File: src/rtl/riscv_enc_pkg.sv
// rtl/riscv_enc_pkg.sv - shared types and opcode constants for the RV32I program loader
// Purpose: instruction format and loader state enums, RV32I major opcodes.
// Optional feature macro used by the loader: INST_ENC_CHECKSUM_EN.
package riscv_enc_pkg;

  typedef enum logic [2:0] {
    FMT_R = 3'd0,
    FMT_I = 3'd1,
    FMT_S = 3'd2,
    FMT_B = 3'd3,
    FMT_U = 3'd4,
    FMT_J = 3'd5
  } fmt_e;

  typedef enum logic [1:0] {
    ST_ACCEPT = 2'd0,
    ST_WRITE  = 2'd1,
    ST_DONE   = 2'd2
  } state_e;

  localparam logic [6:0] OP_ALU    = 7'b0110011;
  localparam logic [6:0] OP_ALUI   = 7'b0010011;
  localparam logic [6:0] OP_LOAD   = 7'b0000011;
  localparam logic [6:0] OP_STORE  = 7'b0100011;
  localparam logic [6:0] OP_BRANCH = 7'b1100011;
  localparam logic [6:0] OP_LUI    = 7'b0110111;
  localparam logic [6:0] OP_AUIPC  = 7'b0010111;
  localparam logic [6:0] OP_JAL    = 7'b1101111;
  localparam logic [6:0] OP_JALR   = 7'b1100111;

endpackage

File: src/rtl/inst_field_packer.sv
// rtl/inst_field_packer.sv - combinational RV32I field-to-word encoder
// Purpose: assembles R/I/S/B/U/J instruction words from separate fields.
// Ports:
//   fmt            instruction format (0..5 legal, 6/7 illegal)
//   opcode, rd, rs1, rs2, func3, func7, imm   instruction fields
//   word           packed 32-bit instruction (0 when fmt is illegal)
//   legal          high when fmt names a real format
module inst_field_packer
  import riscv_enc_pkg::*;
(
  input  logic [2:0]  fmt,
  input  logic [6:0]  opcode,
  input  logic [4:0]  rd,
  input  logic [4:0]  rs1,
  input  logic [4:0]  rs2,
  input  logic [2:0]  func3,
  input  logic [6:0]  func7,
  input  logic [31:0] imm,
  output logic [31:0] word,
  output logic        legal
);

  // Immediate shifts carry shamt in imm[4:0] and the arithmetic/logical
  // selector in the func7 slot instead of imm[11:5].
  logic is_shift;
  assign is_shift = (opcode == OP_ALUI) && ((func3 == 3'b001) || (func3 == 3'b101));

  always_comb begin
    word  = 32'd0;
    legal = 1'b1;
    case (fmt)
      FMT_R: word = {func7, rs2, rs1, func3, rd, opcode};
      FMT_I: word = is_shift ? {func7, imm[4:0], rs1, func3, rd, opcode}
                             : {imm[11:0], rs1, func3, rd, opcode};
      FMT_S: word = {imm[11:5], rs2, rs1, func3, imm[4:0], opcode};
      FMT_B: word = {imm[12], imm[10:5], rs2, rs1, func3, imm[4:1], imm[11], opcode};
      FMT_U: word = {imm[31:12], rd, opcode};
      FMT_J: word = {imm[20], imm[10:1], imm[11], imm[19:12], rd, opcode};
      default: legal = 1'b0;
    endcase
  end

endmodule

File: src/rtl/inst_encoder_loader.sv
// rtl/inst_encoder_loader.sv - loads encoded RV32I words into IMEM, holding the core until done
// Purpose: accepts field bundles, encodes them and writes one word per two cycles
// into IMEM starting at BASE_ADDR; releases cpu_hold when the program is loaded.
// Ports:
//   clk, rst_n                 clock, asynchronous active-low reset
//   start                      restart loading (honoured only when done)
//   in_valid/in_ready/in_last  field bundle handshake, last-instruction marker
//   fmt..imm                   instruction fields
//   imem_we/imem_addr/imem_wdata  IMEM write port
//   cpu_hold, done             core reset hold, load complete
//   err_fmt, err_ovf           sticky illegal-format / IMEM-overflow flags
//   checksum                   sum of written words (only with INST_ENC_CHECKSUM_EN)
module inst_encoder_loader
  import riscv_enc_pkg::*;
#(
  parameter int INST_WIDTH = 32,
  parameter int PC_WIDTH   = 32,
  parameter int IMEM_DEPTH = 256,
  parameter int BASE_ADDR  = 0
) (
  input  logic                  clk,
  input  logic                  rst_n,
  input  logic                  start,
  input  logic                  in_valid,
  output logic                  in_ready,
  input  logic                  in_last,
  input  logic [2:0]            fmt,
  input  logic [6:0]            opcode,
  input  logic [4:0]            rd,
  input  logic [4:0]            rs1,
  input  logic [4:0]            rs2,
  input  logic [2:0]            func3,
  input  logic [6:0]            func7,
  input  logic [31:0]           imm,
  output logic                  imem_we,
  output logic [PC_WIDTH-1:0]   imem_addr,
  output logic [INST_WIDTH-1:0] imem_wdata,
  output logic                  cpu_hold,
  output logic                  done,
  output logic                  err_fmt,
  output logic                  err_ovf
`ifdef INST_ENC_CHECKSUM_EN
  ,
  output logic [31:0]           checksum
`endif
);

  localparam int CNT_W = $clog2(IMEM_DEPTH + 1);

  state_e             state, state_nxt;
  logic [CNT_W-1:0]   count;
  logic [CNT_W-1:0]   count_inc;
  logic               last_q;
  logic               hs;
  logic [31:0]        packed_word;
  logic               packed_legal;
  logic               at_depth;

  inst_field_packer u_packer (
    .fmt    (fmt),
    .opcode (opcode),
    .rd     (rd),
    .rs1    (rs1),
    .rs2    (rs2),
    .func3  (func3),
    .func7  (func7),
    .imm    (imm),
    .word   (packed_word),
    .legal  (packed_legal)
  );

  assign hs        = in_valid && in_ready;
  assign count_inc = count + CNT_W'(1);
  assign at_depth  = (count_inc == CNT_W'(IMEM_DEPTH));

  always_ff @(posedge clk or negedge rst_n) begin
    if (!rst_n) state <= ST_ACCEPT;
    else        state <= state_nxt;
  end

  always_comb begin
    state_nxt = state;
    case (state)
      ST_ACCEPT: begin
        if (hs) begin
          if (packed_legal) state_nxt = ST_WRITE;
          else if (in_last) state_nxt = ST_DONE;
        end
      end
      ST_WRITE: begin
        if (last_q || at_depth) state_nxt = ST_DONE;
        else                    state_nxt = ST_ACCEPT;
      end
      ST_DONE: begin
        if (start) state_nxt = ST_ACCEPT;
      end
      default: state_nxt = ST_ACCEPT;
    endcase
  end

  // Decoded from state so that imem_we drops the instant rst_n asserts.
  always_comb begin
    in_ready = 1'b0;
    imem_we  = 1'b0;
    done     = 1'b0;
    cpu_hold = 1'b1;
    case (state)
      ST_ACCEPT: in_ready = 1'b1;
      ST_WRITE:  imem_we  = 1'b1;
      ST_DONE: begin
        done     = 1'b1;
        cpu_hold = 1'b0;
      end
      default: ;
    endcase
  end

  always_ff @(posedge clk or negedge rst_n) begin
    if (!rst_n) begin
      imem_addr  <= PC_WIDTH'(BASE_ADDR);
      imem_wdata <= '0;
      count      <= '0;
      last_q     <= 1'b0;
      err_fmt    <= 1'b0;
      err_ovf    <= 1'b0;
    end else begin
      case (state)
        ST_ACCEPT: begin
          if (hs) begin
            if (packed_legal) begin
              imem_wdata <= INST_WIDTH'(packed_word);
              last_q     <= in_last;
            end else begin
              err_fmt <= 1'b1;
            end
          end
        end
        ST_WRITE: begin
          imem_addr <= imem_addr + PC_WIDTH'(4);
          count     <= count_inc;
          // A final word that exactly fills IMEM is not an overflow.
          if (!last_q && at_depth) err_ovf <= 1'b1;
        end
        ST_DONE: begin
          if (start) begin
            imem_addr <= PC_WIDTH'(BASE_ADDR);
            count     <= '0;
            err_fmt   <= 1'b0;
            err_ovf   <= 1'b0;
          end
        end
        default: ;
      endcase
    end
  end

`ifdef INST_ENC_CHECKSUM_EN
  always_ff @(posedge clk or negedge rst_n) begin
    if (!rst_n)                         checksum <= 32'd0;
    else if (state == ST_WRITE)         checksum <= checksum + 32'(imem_wdata);
    else if (state == ST_DONE && start) checksum <= 32'd0;
  end
`endif

endmodule

File: config.mk
export PLATFORM = sky130hd
export DESIGN_NAME = inst_encoder_loader
export DESIGN_NICKNAME = d
export VERILOG_FILES = /design/src/rtl/riscv_enc_pkg.sv /design/src/rtl/inst_field_packer.sv /design/src/rtl/inst_encoder_loader.sv
export SDC_FILE = /design/constraint.sdc
export NUM_CORES = 1
export LEC_CHECK = 0
export BUFFER_PORTS_ARGS = -buffer_cell sky130_fd_sc_hd__buf_2
export CAP_MARGIN = 40
export CORE_AREA = 2 2 169 88
export CTS_BUF_LIST = sky130_fd_sc_hd__clkbuf_16
export DETAILED_ROUTE_END_ITERATION = 8
export DIE_AREA = 0 0 171 90
export SYNTH_ARGS = -nofsm -noshare
export SYNTH_HDL_FRONTEND = slang
export SYNTH_SLANG_ARGS = --single-unit
File: constraint.sdc
create_clock -name clk -period 2.6 [get_ports clk]
set_input_delay 0.13 -clock clk [delete_from_list [all_inputs] [get_ports clk]]
set_output_delay 0.13 -clock clk [all_outputs]
set_load 0.01 [all_outputs]
==> results.toml <==
[outcome]
outcome = "completed"

[detailed_routing]
post-route-drc-count = 0
residual_antenna_violating_net_count_after_detailed_routing = 0
route.vias.total = 4154
routedWlPerCell_um = 16.5
postRouteWirelength_um = 13200
drt-vias-per-instance = 5.21
first_pass_iters = 5
initial_drc_count = 366

[global_routing]
grt_first_pass_wirelength_um = 21200
first_global_vias = 3981
maximum_number_of_pins_on_one_net_before_global_route_repair = 51
top_usage_layer = "met1"
antenna_found_initial = 0
grt.overflow.total = 0
global_route.usage.total_pct = 17.4
gr-usage-met1_pct = 27.1
grt_util_met3_pct = 5.59
grt_use_met2_pct = 23.1

[floorplanning]
top_level_ports = 142
start_util_pct = 29.4
floorplan.die.width_um = 171
fp.dieArea_um2 = 15400
num_rows = 31
die-height_um = 90
placeableCoreArea_um2 = 14000

[worst_setup_path]
critPathMaxStageDelay_ps = 490
r2r_slack_ps = 480
cp_max_fo = 7
worstSetupPathType = "flop to flop"
timing.critical_path.to_type = "flop"
r2r_start = "imem_addr[2]$_DFFE_PN0P_"
crit_path_cell_trace = "ha_1, nand4_1, nor4_1, nand2_2, or4_1, nand3_1"
crit_path_start = "imem_addr[2]$_DFFE_PN0P_"
arrival_time_reported_for_the_critical_path_endpoint_ps = 2380
timing.rr.end = "imem_addr[30]$_DFFE_PN0P_"
worst-r2r-cell-count = 6
cp-endpoint = "imem_addr[30]$_DFFE_PN0P_"
timing.critical_path.slowest_stage_cell = "sky130_fd_sc_hd__or4_1"
critPathLaunchType = "flop"
required_ps = 2860

[yosys]
synth-compound-area-share_pct = 23.4
synth-edff-count = 0
synth_top_family_by_area = "compound AO/OA/AOI/OAI gates"
post_synth_fa_ha_maj_area_fraction_pct = 0.909
yosys-mux-area-fraction_pct = 4.91
synthSimpleGateAreaFrac_pct = 20.7
synth_area_per_cell_um2 = 8.98
postSynth.topFlopCell = "sky130_fd_sc_hd__dfrtp_1"
synth.ff_latch_count = 76
synthesis.yosys.warnings = 0
synth.lib_cells_used.distinct = 53
synthesis.area_um2 = 4130
synth_xor_xnor_area_share_pct = 0.212
fraction_of_registers_with_async_set_reset_pct = 100
synth_cells = 460
synth.yosys.seq_area_share_pct = 46.1

[clock_tree]
tritoncts = "done"
clk_buf_depth = 2
cts_made_buffers = 9
path_clk_slew_ps = 60
clockRootBuffer = "sky130_fd_sc_hd__clkbuf_16"
cts_sink_count = 76
clock_latency_ps = 330
cts.htree.levels = 3

[place]
placement.setup.worst_slack_ps = 523
placement.cell_area_um2 = 5080
globalplace.congestion = 0.861
dp_hpwl_um = 9780
port_buffers = 139

[timing]
slew_headroom_pct = 50.9
worstMarginPinSlew_ps = 730
unrepaired_setup_endpoints_after_global_routing = "no"
max_freq_ghz = 0.471
tns_ps = 0
worst_clock_skew_ps = 8.52
timing.final.max_slew_violations = 0
finalCritPeriodShare_pct = 81.6
setup_ws_ps = 477
setup_violations = 0
min_period_ps = 2120
timing_hold_violations_final = 0

[cells_and_area]
final_cell_area_um2 = 5410
antennaDiodeCount = 0
synthToLayoutAreaGrowth_pct = 30.9
final_net_count = 671
drive_gt1_share_pct = 31.2
fillerInstances = 1438

[pwr]
max-vdd-ir-drop_v = 0.000372
cellPowerDensity_nw_per_um2 = 843
power.static_leakage_nw = 2.50

[run]
drv.max_cap_violation_count = 0

[hold_path]
hold_path_class = "primary input to flop"
## worst max-delay path: cells and delay by family (launching register included)
kind / cells / cell delay, ps
and+or+nand+nor: 5 / 1340
DFF: 1 / 430
adders and majority gates: 1 / 270
## synthesized netlist by cell type (4+ instances only)
cell type	number	area, um2
sky130_fd_sc_hd__nand2_1	32	120
sky130_fd_sc_hd__nand4_1	10	62.6
sky130_fd_sc_hd__a31oi_1	13	81.3
sky130_fd_sc_hd__o31ai_1	13	97.6
sky130_fd_sc_hd__a21oi_1	40	200
sky130_fd_sc_hd__o21ai_0	58	290
sky130_fd_sc_hd__a22oi_1	9	67.6
sky130_fd_sc_hd__and3_1	7	43.8
sky130_fd_sc_hd__dfrtp_1	76	1900
sky130_fd_sc_hd__nand3_1	15	75.1
sky130_fd_sc_hd__nor2_1	56	210
sky130_fd_sc_hd__a221oi_1	11	96.3
sky130_fd_sc_hd__mux2_2	10	113
sky130_fd_sc_hd__buf_2	6	30.0
sky130_fd_sc_hd__nor2b_1	12	75.1
sky130_fd_sc_hd__clkbuf_1	17	63.8
sky130_fd_sc_hd__mux2i_1	9	90.1
sky130_fd_sc_hd__inv_1	7	26.3
sky130_fd_sc_hd__nand2b_1	4	25.0
## cells in the final DEF (no fill, tap or decap), types with 13 or more instances in the layout
cell                      count
sky130_fd_sc_hd__o21ai_0     58
sky130_fd_sc_hd__dfrtp_1     76
sky130_fd_sc_hd__nand3_1     15
sky130_fd_sc_hd__a31oi_1     13
sky130_fd_sc_hd__a21oi_1     39
sky130_fd_sc_hd__buf_2      138
sky130_fd_sc_hd__o31ai_1     13
sky130_fd_sc_hd__buf_4       13
sky130_fd_sc_hd__nand2_1     32
sky130_fd_sc_hd__nor2_1      56
## final cells by class
type	instances	area, um2	area share (%)
Sequential cell	76	1900	35.2
Tap cell	198	248	4.58
Clock inverter	6	88.8	1.64
Multi-Input combinational cell	348	2090	38.6
Inverter	8	30.0	0.556
Timing Repair Buffer	153	826	15.3
Clock buffer	9	225	4.17
## where the power goes
group | switching (mW) | internal (mW) | leakage, nW
Combinational | 0.868 | 0.584 | 1.38
Sequential | 0.259 | 1.51 | 0.963
Clock | 0.497 | 0.837 | 0.150
Total | 1.62 | 2.93 | 2.50
## stage by stage
step / hold slack (ps) / power (mW) / util, % / cells
floorplan: -166 / 2.58 / - / 461
global placement: 353 / 3.19 / 36.0 / 781
detailed placement: 85.4 / 3.24 / 36.2 / 782
CTS: 32.4 / 4.61 / 38.5 / 798
global route: 39.3 / 4.86 / 38.5 / 798
finish: 49.6 / 4.56 / 38.5 / 798
## routing by layer
layer  vias to the layer above  share of wire, %
li1                       1974                 -
met1                      2044                52
met2                       129                40
met3                         7               7.2
met4                         0              0.62
met5                         -                 0
## cells by family (layout without fill, tap and decap cells)
logic type | Yosys count | count (layout)
AND/OR/NAND/NOR | 163 | 163
other | 1 | 2
multiplexers | 19 | 19
buffers and inverters | 37 | 176
adder cells (fa/ha/maj) | 3 | 3
XOR/XNOR | 1 | 1
flip-flops | 76 | 76
AO/OA/AOI/OAI | 160 | 160
## what timing repair did
action / 4_1_cts / 5_1_grt
endpoints found under the hold margin: 26 / 0
hold buffers: 1 / 0
buffers inserted: 0 / 0
gates resized for setup: 0 / 0
## worst min path at each step
stage | cells past startpoint | to | start
floorplan | 0 | count[0]$_DFFE_PN0P_ | rst_n
global placement | 1 | imem_wdata[23]$_DFFE_PN0P_ | rst_n
detailed placement | 1 | imem_wdata[23]$_DFFE_PN0P_ | rst_n
CTS | 2 | imem_wdata[5]$_DFFE_PN0P_ | opcode[5]
global route | 2 | imem_wdata[1]$_DFFE_PN0P_ | opcode[1]
finish | 2 | imem_wdata[5]$_DFFE_PN0P_ | opcode[5]
## sequential cells by signal, summed over array words and instances, names as in the netlist
name,flops
state,2
err_ovf,1
last_q,1
imem_wdata,32
err_fmt,1
imem_addr,30
count,9
Power figures use the tool's default switching activity.
